**config.mk**
```make
export PLATFORM = sky130hd
export DESIGN_NAME = multicycle_control_flat
export DESIGN_NICKNAME = d
export VERILOG_FILES = /design/src/rtl/multicycle_control_if.sv /design/src/rtl/multicycle_control.sv /design/src/flat_wrapper.sv
export SDC_FILE = /design/constraint.sdc
export NUM_CORES = 1
export LEC_CHECK = 0
export CORE_ASPECT_RATIO = 1.5
export CORE_MARGIN = 2
export CORE_UTILIZATION = 43
export CTS_CLUSTER_DIAMETER = 200
export DETAILED_ROUTE_END_ITERATION = 16
export GPL_ROUTABILITY_DRIVEN = 0
export GPL_TIMING_DRIVEN = 0
export PLACE_DENSITY = 0.74
export RECOVER_POWER = 50
export SLEW_MARGIN = 25
export SYNTH_ARGS = -nofsm -noshare
export SYNTH_HDL_FRONTEND = slang
export SYNTH_SLANG_ARGS = --single-unit
export TNS_END_PERCENT = 100
```
**constraint.sdc**
```tcl
create_clock -name clk -period 1.72 [get_ports clk]
set_input_delay 0.344 -clock clk [delete_from_list [all_inputs] [get_ports clk]]
set_output_delay 0.344 -clock clk [all_outputs]
set_load 0.005 [all_outputs]
```
**src/rtl/multicycle_control_if.sv**
```systemverilog
// Control-path bundle between the multicycle datapath and its controller.
// The datapath side (master) supplies Opcode/Zero; the controller side
// (slave) drives all enables, mux selects, ALU operation and status.
interface multicycle_control_if;
    logic [5:0] Opcode;
    logic       Zero;
    logic       PCWrite;
    logic       IRWrite;
    logic       MemRead;
    logic       MemWrite;
    logic       RegWrite;
    logic       IorD;
    logic       ALUSrcA;
    logic       RegDst;
    logic       MemtoReg;
    logic [1:0] ALUSrcB;
    logic [1:0] PCSrc;
    logic [2:0] ALUOP;
    logic [3:0] State;
    logic       Illegal;

    modport master (
        output Opcode, Zero,
        input  PCWrite, IRWrite, MemRead, MemWrite, RegWrite,
        input  IorD, ALUSrcA, RegDst, MemtoReg, ALUSrcB, PCSrc, ALUOP,
        input  State, Illegal
    );

    modport slave (
        input  Opcode, Zero,
        output PCWrite, IRWrite, MemRead, MemWrite, RegWrite,
        output IorD, ALUSrcA, RegDst, MemtoReg, ALUSrcB, PCSrc, ALUOP,
        output State, Illegal
    );
endinterface

```
**src/rtl/multicycle_control.sv**
```systemverilog
// Moore control FSM for a multicycle MIPS-style datapath.
// Optional feature: define MULTICYCLE_CONTROL_JUMP_EN to support the j
// instruction (JUMP state); without it opcode 000010 decodes as illegal.
// Outputs are registered from the next state, except PCWrite in BRANCH
// (follows Zero) and Illegal (follows Opcode in DECODE).
module multicycle_control (
    input  logic                 clk,
    input  logic                 reset,
    multicycle_control_if.slave  bus
);

    localparam logic [5:0] OP_RTYPE = 6'b000000;
    localparam logic [5:0] OP_J     = 6'b000010;
    localparam logic [5:0] OP_BEQ   = 6'b000100;
    localparam logic [5:0] OP_ADDI  = 6'b001000;
    localparam logic [5:0] OP_SLTI  = 6'b001010;
    localparam logic [5:0] OP_ANDI  = 6'b001100;
    localparam logic [5:0] OP_ORI   = 6'b001101;
    localparam logic [5:0] OP_LW    = 6'b100011;
    localparam logic [5:0] OP_SW    = 6'b101011;

`ifdef MULTICYCLE_CONTROL_JUMP_EN
    typedef enum logic [3:0] {
        S_FETCH  = 4'd0,  S_DECODE = 4'd1,  S_MEMADR = 4'd2,
        S_MEMRD  = 4'd3,  S_MEMWB  = 4'd4,  S_MEMWR  = 4'd5,
        S_REXEC  = 4'd6,  S_RWB    = 4'd7,  S_BRANCH = 4'd8,
        S_IEXEC  = 4'd9,  S_IWB    = 4'd10, S_JUMP   = 4'd11
    } state_t;
`else
    typedef enum logic [3:0] {
        S_FETCH  = 4'd0,  S_DECODE = 4'd1,  S_MEMADR = 4'd2,
        S_MEMRD  = 4'd3,  S_MEMWB  = 4'd4,  S_MEMWR  = 4'd5,
        S_REXEC  = 4'd6,  S_RWB    = 4'd7,  S_BRANCH = 4'd8,
        S_IEXEC  = 4'd9,  S_IWB    = 4'd10
    } state_t;
`endif

    state_t     r_state;
    state_t     w_next_state;
    logic [5:0] r_opcode;
    logic [5:0] w_next_opcode;
    logic       r_run;
    logic       w_illegal;

    logic       r_pcwrite, r_irwrite, r_memread, r_memwrite, r_regwrite;
    logic       r_iord, r_alusrca, r_regdst, r_memtoreg;
    logic [1:0] r_alusrcb, r_pcsrc;
    logic [2:0] r_aluop;

    // ALU operation for the immediate-ALU instructions
    function automatic logic [2:0] imm_aluop(input logic [5:0] op);
        case (op)
            OP_SLTI: return 3'b001;
            OP_ANDI: return 3'b010;
            OP_ORI:  return 3'b011;
            default: return 3'b000;
        endcase
    endfunction

    // Next-state and opcode-latch decision; r_run holds FETCH for one
    // extra edge after reset so FETCH enables appear before DECODE
    always_comb begin
        w_next_state  = S_FETCH;
        w_next_opcode = r_opcode;
        w_illegal     = 1'b0;
        if (r_run) begin
            case (r_state)
                S_FETCH:  w_next_state = S_DECODE;
                S_DECODE: begin
                    w_next_opcode = bus.Opcode;
                    case (bus.Opcode)
                        OP_LW, OP_SW: w_next_state = S_MEMADR;
                        OP_RTYPE:     w_next_state = S_REXEC;
                        OP_BEQ:       w_next_state = S_BRANCH;
                        OP_ADDI, OP_SLTI,
                        OP_ANDI, OP_ORI: w_next_state = S_IEXEC;
`ifdef MULTICYCLE_CONTROL_JUMP_EN
                        OP_J:         w_next_state = S_JUMP;
`endif
                        default: begin
                            w_next_state = S_FETCH;
                            w_illegal    = 1'b1;
                        end
                    endcase
                end
                S_MEMADR: w_next_state = (r_opcode == OP_LW) ? S_MEMRD : S_MEMWR;
                S_MEMRD:  w_next_state = S_MEMWB;
                S_REXEC:  w_next_state = S_RWB;
                S_IEXEC:  w_next_state = S_IWB;
                default:  w_next_state = S_FETCH;
            endcase
        end
    end

    // State, opcode latch and registered outputs decoded from the next state
    always_ff @(posedge clk or posedge reset) begin
        if (reset) begin
            r_state    <= S_FETCH;
            r_opcode   <= 6'd0;
            r_run      <= 1'b0;
            r_pcwrite  <= 1'b0;
            r_irwrite  <= 1'b0;
            r_memread  <= 1'b0;
            r_memwrite <= 1'b0;
            r_regwrite <= 1'b0;
            r_iord     <= 1'b0;
            r_alusrca  <= 1'b0;
            r_regdst   <= 1'b0;
            r_memtoreg <= 1'b0;
            r_alusrcb  <= 2'b01;
            r_pcsrc    <= 2'b00;
            r_aluop    <= 3'b000;
        end else begin
            r_run      <= 1'b1;
            r_state    <= w_next_state;
            r_opcode   <= w_next_opcode;
            r_pcwrite  <= 1'b0;
            r_irwrite  <= 1'b0;
            r_memread  <= 1'b0;
            r_memwrite <= 1'b0;
            r_regwrite <= 1'b0;
            r_iord     <= 1'b0;
            r_alusrca  <= 1'b0;
            r_regdst   <= 1'b0;
            r_memtoreg <= 1'b0;
            r_alusrcb  <= 2'b00;
            r_pcsrc    <= 2'b00;
            r_aluop    <= 3'b000;
            case (w_next_state)
                S_FETCH: begin
                    r_memread <= 1'b1;
                    r_irwrite <= 1'b1;
                    r_pcwrite <= 1'b1;
                    r_alusrcb <= 2'b01;
                end
                S_DECODE: r_alusrcb <= 2'b11;
                S_MEMADR: begin
                    r_alusrca <= 1'b1;
                    r_alusrcb <= 2'b10;
                end
                S_MEMRD: begin
                    r_memread <= 1'b1;
                    r_iord    <= 1'b1;
                end
                S_MEMWB: begin
                    r_regwrite <= 1'b1;
                    r_memtoreg <= 1'b1;
                end
                S_MEMWR: begin
                    r_memwrite <= 1'b1;
                    r_iord     <= 1'b1;
                end
                S_REXEC: begin
                    r_alusrca <= 1'b1;
                    r_aluop   <= 3'b100;
                end
                S_RWB: begin
                    r_regwrite <= 1'b1;
                    r_regdst   <= 1'b1;
                end
                S_BRANCH: begin
                    r_alusrca <= 1'b1;
                    r_aluop   <= 3'b101;
                    r_pcsrc   <= 2'b01;
                end
                S_IEXEC, S_IWB: begin
                    r_alusrca  <= 1'b1;
                    r_alusrcb  <= 2'b10;
                    r_aluop    <= imm_aluop(w_next_opcode);
                    r_regwrite <= (w_next_state == S_IWB);
                end
`ifdef MULTICYCLE_CONTROL_JUMP_EN
                S_JUMP: begin
                    r_pcsrc   <= 2'b10;
                    r_pcwrite <= 1'b1;
                end
`endif
                default: ;
            endcase
        end
    end

    // Conditional PC write in BRANCH tracks Zero within the cycle
    assign bus.PCWrite  = r_pcwrite | ((r_state == S_BRANCH) & bus.Zero);
    assign bus.IRWrite  = r_irwrite;
    assign bus.MemRead  = r_memread;
    assign bus.MemWrite = r_memwrite;
    assign bus.RegWrite = r_regwrite;
    assign bus.IorD     = r_iord;
    assign bus.ALUSrcA  = r_alusrca;
    assign bus.RegDst   = r_regdst;
    assign bus.MemtoReg = r_memtoreg;
    assign bus.ALUSrcB  = r_alusrcb;
    assign bus.PCSrc    = r_pcsrc;
    assign bus.ALUOP    = r_aluop;
    assign bus.State    = r_state;
    assign bus.Illegal  = w_illegal;

endmodule

```
**src/flat_wrapper.sv**
```systemverilog
// flat-port wrapper written by rule: the top's interface ports become plain ports
module multicycle_control_flat 
  (clk, reset, bus_Opcode, bus_Zero, bus_PCWrite, bus_IRWrite, bus_MemRead, bus_MemWrite, bus_RegWrite, bus_IorD, bus_ALUSrcA, bus_RegDst, bus_MemtoReg, bus_ALUSrcB, bus_PCSrc, bus_ALUOP, bus_State, bus_Illegal);
  multicycle_control_if bus_i ();
  input  logic clk;
  input  logic reset;
  input wire logic [$bits(bus_i.Opcode)-1:0] bus_Opcode;
  input wire logic [$bits(bus_i.Zero)-1:0] bus_Zero;
  output wire logic [$bits(bus_i.PCWrite)-1:0] bus_PCWrite;
  output wire logic [$bits(bus_i.IRWrite)-1:0] bus_IRWrite;
  output wire logic [$bits(bus_i.MemRead)-1:0] bus_MemRead;
  output wire logic [$bits(bus_i.MemWrite)-1:0] bus_MemWrite;
  output wire logic [$bits(bus_i.RegWrite)-1:0] bus_RegWrite;
  output wire logic [$bits(bus_i.IorD)-1:0] bus_IorD;
  output wire logic [$bits(bus_i.ALUSrcA)-1:0] bus_ALUSrcA;
  output wire logic [$bits(bus_i.RegDst)-1:0] bus_RegDst;
  output wire logic [$bits(bus_i.MemtoReg)-1:0] bus_MemtoReg;
  output wire logic [$bits(bus_i.ALUSrcB)-1:0] bus_ALUSrcB;
  output wire logic [$bits(bus_i.PCSrc)-1:0] bus_PCSrc;
  output wire logic [$bits(bus_i.ALUOP)-1:0] bus_ALUOP;
  output wire logic [$bits(bus_i.State)-1:0] bus_State;
  output wire logic [$bits(bus_i.Illegal)-1:0] bus_Illegal;
  assign bus_i.Opcode = bus_Opcode;
  assign bus_i.Zero = bus_Zero;
  assign bus_PCWrite = bus_i.PCWrite;
  assign bus_IRWrite = bus_i.IRWrite;
  assign bus_MemRead = bus_i.MemRead;
  assign bus_MemWrite = bus_i.MemWrite;
  assign bus_RegWrite = bus_i.RegWrite;
  assign bus_IorD = bus_i.IorD;
  assign bus_ALUSrcA = bus_i.ALUSrcA;
  assign bus_RegDst = bus_i.RegDst;
  assign bus_MemtoReg = bus_i.MemtoReg;
  assign bus_ALUSrcB = bus_i.ALUSrcB;
  assign bus_PCSrc = bus_i.PCSrc;
  assign bus_ALUOP = bus_i.ALUOP;
  assign bus_State = bus_i.State;
  assign bus_Illegal = bus_i.Illegal;
  multicycle_control u_core (.clk(clk), .reset(reset), .bus(bus_i));
endmodule
```
; Word level (Yosys, flattened, before mapping)
; Cells that the tools add are included.
[word_totals]
ff_bits = 25
inputBits = 9
out_inout_bits = 21
wordCells = 76
[classes]
eq_ne = 27
muxes = 21
n_bitwise = 2
n_reduce_logical = 12
[op_table]
columns = operator, n
row1 = equality test 6 x 4 -> 1 bit (second input constant), 7
row2 = case mux 4 bit (6 select lines), 1
row3 = equality test 4 x 3 -> 1 bit (second input constant), 5
row4 = equality test 4 bit (second input constant), 5
row5 = equality test 6 bit (second input constant), 3
row6 = equality test 4 x 2 -> 1 bit (second input constant), 4
row7 = case mux 4 bit (4 select lines), 1
row8 = 2-to-1 mux 6 bit, 2
row9 = case mux 2 bit (3 select lines), 2
row10 = 2-to-1 mux 1 bit, 11
row11 = OR reduction 2 bit, 5
row12 = case mux 3 bit (3 select lines), 1
row13 = equality test 4 x 1 -> 1 bit (second input constant), 2
row14 = logical NOT 4 bit, 2
row15 = OR reduction 8 bit, 1
row16 = equality test 6 x 3 -> 1 bit (second input constant), 1
row17 = logical NOT 6 bit, 1
row18 = OR reduction 5 bit, 1
row19 = 2-to-1 mux 4 bit, 1
row20 = OR reduction 4 bit, 1
row21 = 2-to-1 mux 3 bit, 1
row22 = OR reduction 3 bit, 1
row23 = case mux 1 bit (2 select lines), 1
row24 = bitwise AND 1 bit, 1
row25 = bitwise OR 1 bit, 1

; Longest topological paths before layout
[logic_depth]
ltp_word = 8
mapped_depth = 7
depth_no_buf = 6

; Least setup slack after synthesis
; No wires, ideal clock.
[synth_timing]
path_kind = input to register
from = input port bus_Opcode[1]
to = register u_core.r_iord (netlist: u_core.bus.IorD)
setup_time_ns = 0.122
arrival_ns = 1.636
path_slack_ns = -0.037
stages = 5
path_buffers = 0
cell_sequence = or4_1 > a211oi_2 > o21ai_2 > and3_4 > a32o_1
[synth_via]
elab_chain_cells = 8
word_cells_on_any_way = 17
[synth_lines]
columns = element, line_no
row1 = start: declaration, flat_wrapper.sv:7  ; input wire logic [$bits(bus_i.Opcode)-1:0] bus_Opcode;
row2 = equality test 6 x 4 -> 1 bit / equality test 6 bit (equally long branches), multicycle_control.sv:71  ; case (bus.Opcode)
row3 = OR reduction 4 bit / OR reduction 2 bit (equally long branches), multicycle_control.sv:71
row4 = case mux 4 bit (4 select lines) (*), multicycle_control.sv:71
row5 = case mux 4 bit (6 select lines) (*), multicycle_control.sv:67  ; case (r_state)
row6 = 2-to-1 mux 4 bit (*), multicycle_control.sv:66  ; if (r_run) begin
row7 = equality test 4 x 2 -> 1 bit / equality test 4 x 3 -> 1 bit (equally long branches), multicycle_control.sv:129  ; case (w_next_state)
row8 = OR reduction 2 bit (no source line) (*), -
row9 = 2-to-1 mux 1 bit (*), multicycle_control.sv:129
row10 = end signal: assignment, multicycle_control.sv:122  ; r_iord <= 1'b0;
row11 = end signal: assignment, multicycle_control.sv:143  ; r_iord <= 1'b1;
row12 = end signal: assignment, multicycle_control.sv:151  ; r_iord <= 1'b1;
row13 = end: declaration, multicycle_control.sv:46  ; logic r_iord, r_alusrca, r_regdst, r_memtoreg;
; Every way passes the cells marked *; elsewhere a longest branch is shown, timed or not.

; Final worst setup path
[layout_timing]
from = register u_core.r_state[2] (netlist: u_core.bus.State[2])
to = register u_core.r_iord (netlist: u_core.bus.IorD)
[layout_via]
elab_chain_cells = 6
word_cells_on_any_way = 12
[layout_lines]
columns = element, line_no
row1 = start: declaration, multicycle_control.sv:38  ; state_t r_state;
row2 = start signal: assignment, multicycle_control.sv:115  ; r_state <= w_next_state;
row3 = "equality test 4 bit, or another cell as far along", multicycle_control.sv:67
row4 = case mux 4 bit (6 select lines) (*), multicycle_control.sv:67
row5 = 2-to-1 mux 4 bit (*), multicycle_control.sv:66
row6 = equality test 4 x 2 -> 1 bit / equality test 4 x 3 -> 1 bit (equally long branches), multicycle_control.sv:129
row7 = OR reduction 2 bit (no source line) (*), -
row8 = 2-to-1 mux 1 bit (*), multicycle_control.sv:129
; Marks and branches as above.

==> reports/results.tsv <==
stage	metric	value	unit
drt	ant_nets	0	
finish	antenna_cells	0	
power	powerDensity	697	mW/mm²
finish	final_nets	169	
yosys	ys_seq_elements	25	
clock_network	clock-sinks	25	
sta	maxSlewViolCount	0	
floorplanning	core	0.00265	mm²
critical_path	worst-path-buf-inv	1	
yosys	synthArstFlopShare	100	%
yosys	yosysSeqAreaShare	53.0	%
clock_network	clkTransAtPathRegs	90	ps
yosys	syn_area	0.00118	mm²
drt	drt-total-wl	3460	µm
yosys	synth.avg_cell_area	10.6	µm²
sta	finalCritPeriodShare	105	%
worst_hold_path	worstHoldStart	bus_Opcode[0]	
clock_network	htreeDepth	1	
floorplanning	initial_core_util	44.7	%
critical_path	worst_path_max_delay_cell	dfrtp_2	
finish	drive_above_1_share	44.7	%
yosys	synth_area_leaders	dfrtp_1 51%, mux2_2 5.7%, nand2_1 3.5%, nor2_1 2.9%, dfstp_2 2.2%	
place	port_buffers	28	
clock_network	root_buffer	clkbuf_8	
floorplanning	row_count	23	
worst_hold_path	min_path_type	input pin to flip-flop	
critical_path	crit_fanout	6	
clock_network	cts_made_buffers	3	
global_routing	grt-ovfl-total	0	
drt	vias	1077	
sta	setup_ws	-82.4	ps
place	dpl-instance-area	0.00152	mm²
finish	layout.cell_area.non_filler	0.00188	mm²
sta	rsz0062_at_grt	yes	
sta	relSlewSlack	41.1	%
finish	area_growth	58.6	%
yosys	yosysTopAreaCell	dfrtp_1	
place	hpwl	1940	µm
drt	routedWlPerCell	17.6	µm
power	p_leak	0.000827	µW
sta	finalHoldViolCount	0	
global_routing	grt_pass1_vias	1060	
critical_path	cp.required	1880	ps
power	peakVddDrop	715	µV
floorplanning	die_x	46.8	µm
clock_network	clkLatencyLatePin	270	ps
clock_network	cts_hold_buf	0	
floorplanning	dieArea	0.00320	mm²
yosys	yosys-top-cells-count	24 x dfrtp_1, 11 x nand2_1, 9 x nor2_1	
critical_path	cpPeakStageDelay	470	ps
yosys	syn_inst	112	
critical_path	crit_type	flip-flop to flip-flop	
drt	drt_pass1_iterations	4	
drt	route.detailed.drc	0	
critical_path	end_kind	flip-flop	
sta	setup_violations	6	
global_routing	antenna_found_initial	0	
yosys	yosysTopAreaCellShare	50.7	%
yosys	post-synth-top-count-cell	dfrtp_1	
critical_path	cp_top_family	simple AND/OR/NAND/NOR gates	
critical_path	setup.worst_path.start	u_core.bus.State[2]	
floorplanning	io_pins	30	
clock_network	cts_buffer_depth	2	
run_status	violations	negative setup slack	
global_routing	grt_max_degree	26	
yosys	synth_ff_type	dfrtp_1	
clock_network	cts_tree	yes	
drt	viasPerCell	5.49	
sta	max_freq	555	MHz
run	cap_viol_max_count	0	
finish	post-route-util	70.9	%
critical_path	arrival	1960	ps
yosys	ys.warnings.count	0	
yosys	yosysUniqueCellTypes	43	
floorplanning	die_h	68.3	µm
critical_path	crit_chain	buf_12, nor4b_4, nand2_1, a21o_4, and3_4, a32o_1	
run_status	status	finished with violations	
yosys	postSynthNetCount	121	
sta	fin_setup_tns	-366	ps
global_routing	grt_pass1_wl	4840	µm
drt	drt-initial-drc-count	31	
yosys	synth_edf_count	0	
critical_path	start_kind	flip-flop	
sta	finalCriticalPeriod	1800	ps
sta	worst_pin_slew	879	ps
sta	fin_skew	7.66	ps
global_routing	grt_use_total	20.8	%
critical_path	r2r_start	u_core.bus.State[2]	
## registers in the layout, indices dropped and copies added (netlist names), 2 cells and up
name	cells
u_core.bus.ALUSrcB	2
u_core.r_opcode	6
u_core.bus.State	4
u_core.bus.ALUOP	3
## worst reg2reg max path, stage by stage, from the launching register on
cell     delay, ps
dfrtp_2        470
buf_12         140
nor4b_4        300
nand2_1        140
a21o_4         270
and3_4         180
a32o_1         200
## report_power, final
part / total [µW] / internal, µW / switching [µW]
combinational: 274 / 154 / 120
sequential: 686 / 634 / 51.3
clock: 349 / 162 / 187
total: 1310 / 950 / 358
## cell usage in the layout, fill, tap and decap left out, types with 4 or more instances in the layout
cell type / instances
buf_4: 12
buf_6: 6
clkdlybuf4s50_1: 18
dfrtp_1: 20
dfrtp_2: 4
mux2_2: 6
nand2_1: 9
nand2b_1: 4
nor2_1: 8
## final cells by class
class / instances / area (µm²)
clock inverter: 1 / 5.00
tap: 37 / 46.3
inverter: 5 / 18.8
buffer: 2 / 15.0
fill: 186 / 771
sequential: 25 / 632
clock buffer: 3 / 41.3
multi-input combinational: 79 / 704
timing repair buffer: 44 / 414
## per-layer routing
layer / GRT usage, % / wire length [µm] / vias to the layer above
li1: - / - / 495
met1: 24.1 / 1300 / 542
met2: 37.2 / 1960 / 34
met3: 3.17 / 153 / 6
met4: 7.99 / 44 / 0
met5: 0 / 0 / -
## timing repair
action                     in CTS  in global routing
gates cloned                    0                  0
pin swaps                       8                 11
setup endpoints to repair      17                 14
resized for setup              54                 28
buffers inserted                8                  8
## stage by stage
step                power [µW]  hold slack (ps)  setup slack [ps]  cells
global route              1360              345              -150    196
CTS                       1260              342             -90.1    189
global placement           881              508              -889    177
detailed placement         888              528              -894    177
floorplan                  795              371              17.7    112
finish                    1310              347             -82.4    196
## cell families (layout without fill, tap and decap cells)
logic type | Yosys count | count (layout) | share of synthesized area, %
compound gates | 21 | 21 | 13.4
buf+inv | 8 | 55 | 3.28
flops | 25 | 25 | 53.0
mux | 7 | 7 | 6.55
other cells | 2 | 2 | 0.634
simple gates | 49 | 49 | 23.1
## path summary, 6_finish.rpt
kind                                       endpoint  slack [ps]  cells after the start
worst min-delay path             u_core.r_opcode[0]         350                      2
min in group asynchronous        u_core.r_opcode[5]         590                      2
max in group asynchronous       u_core.bus.State[1]         680                      2
worst min register to register   u_core.r_opcode[5]         580                      1
worst max-delay path                u_core.bus.IorD         -80                      6
worst max register to register      u_core.bus.IorD         -80                      6
Power figures use the tool's default switching activity.
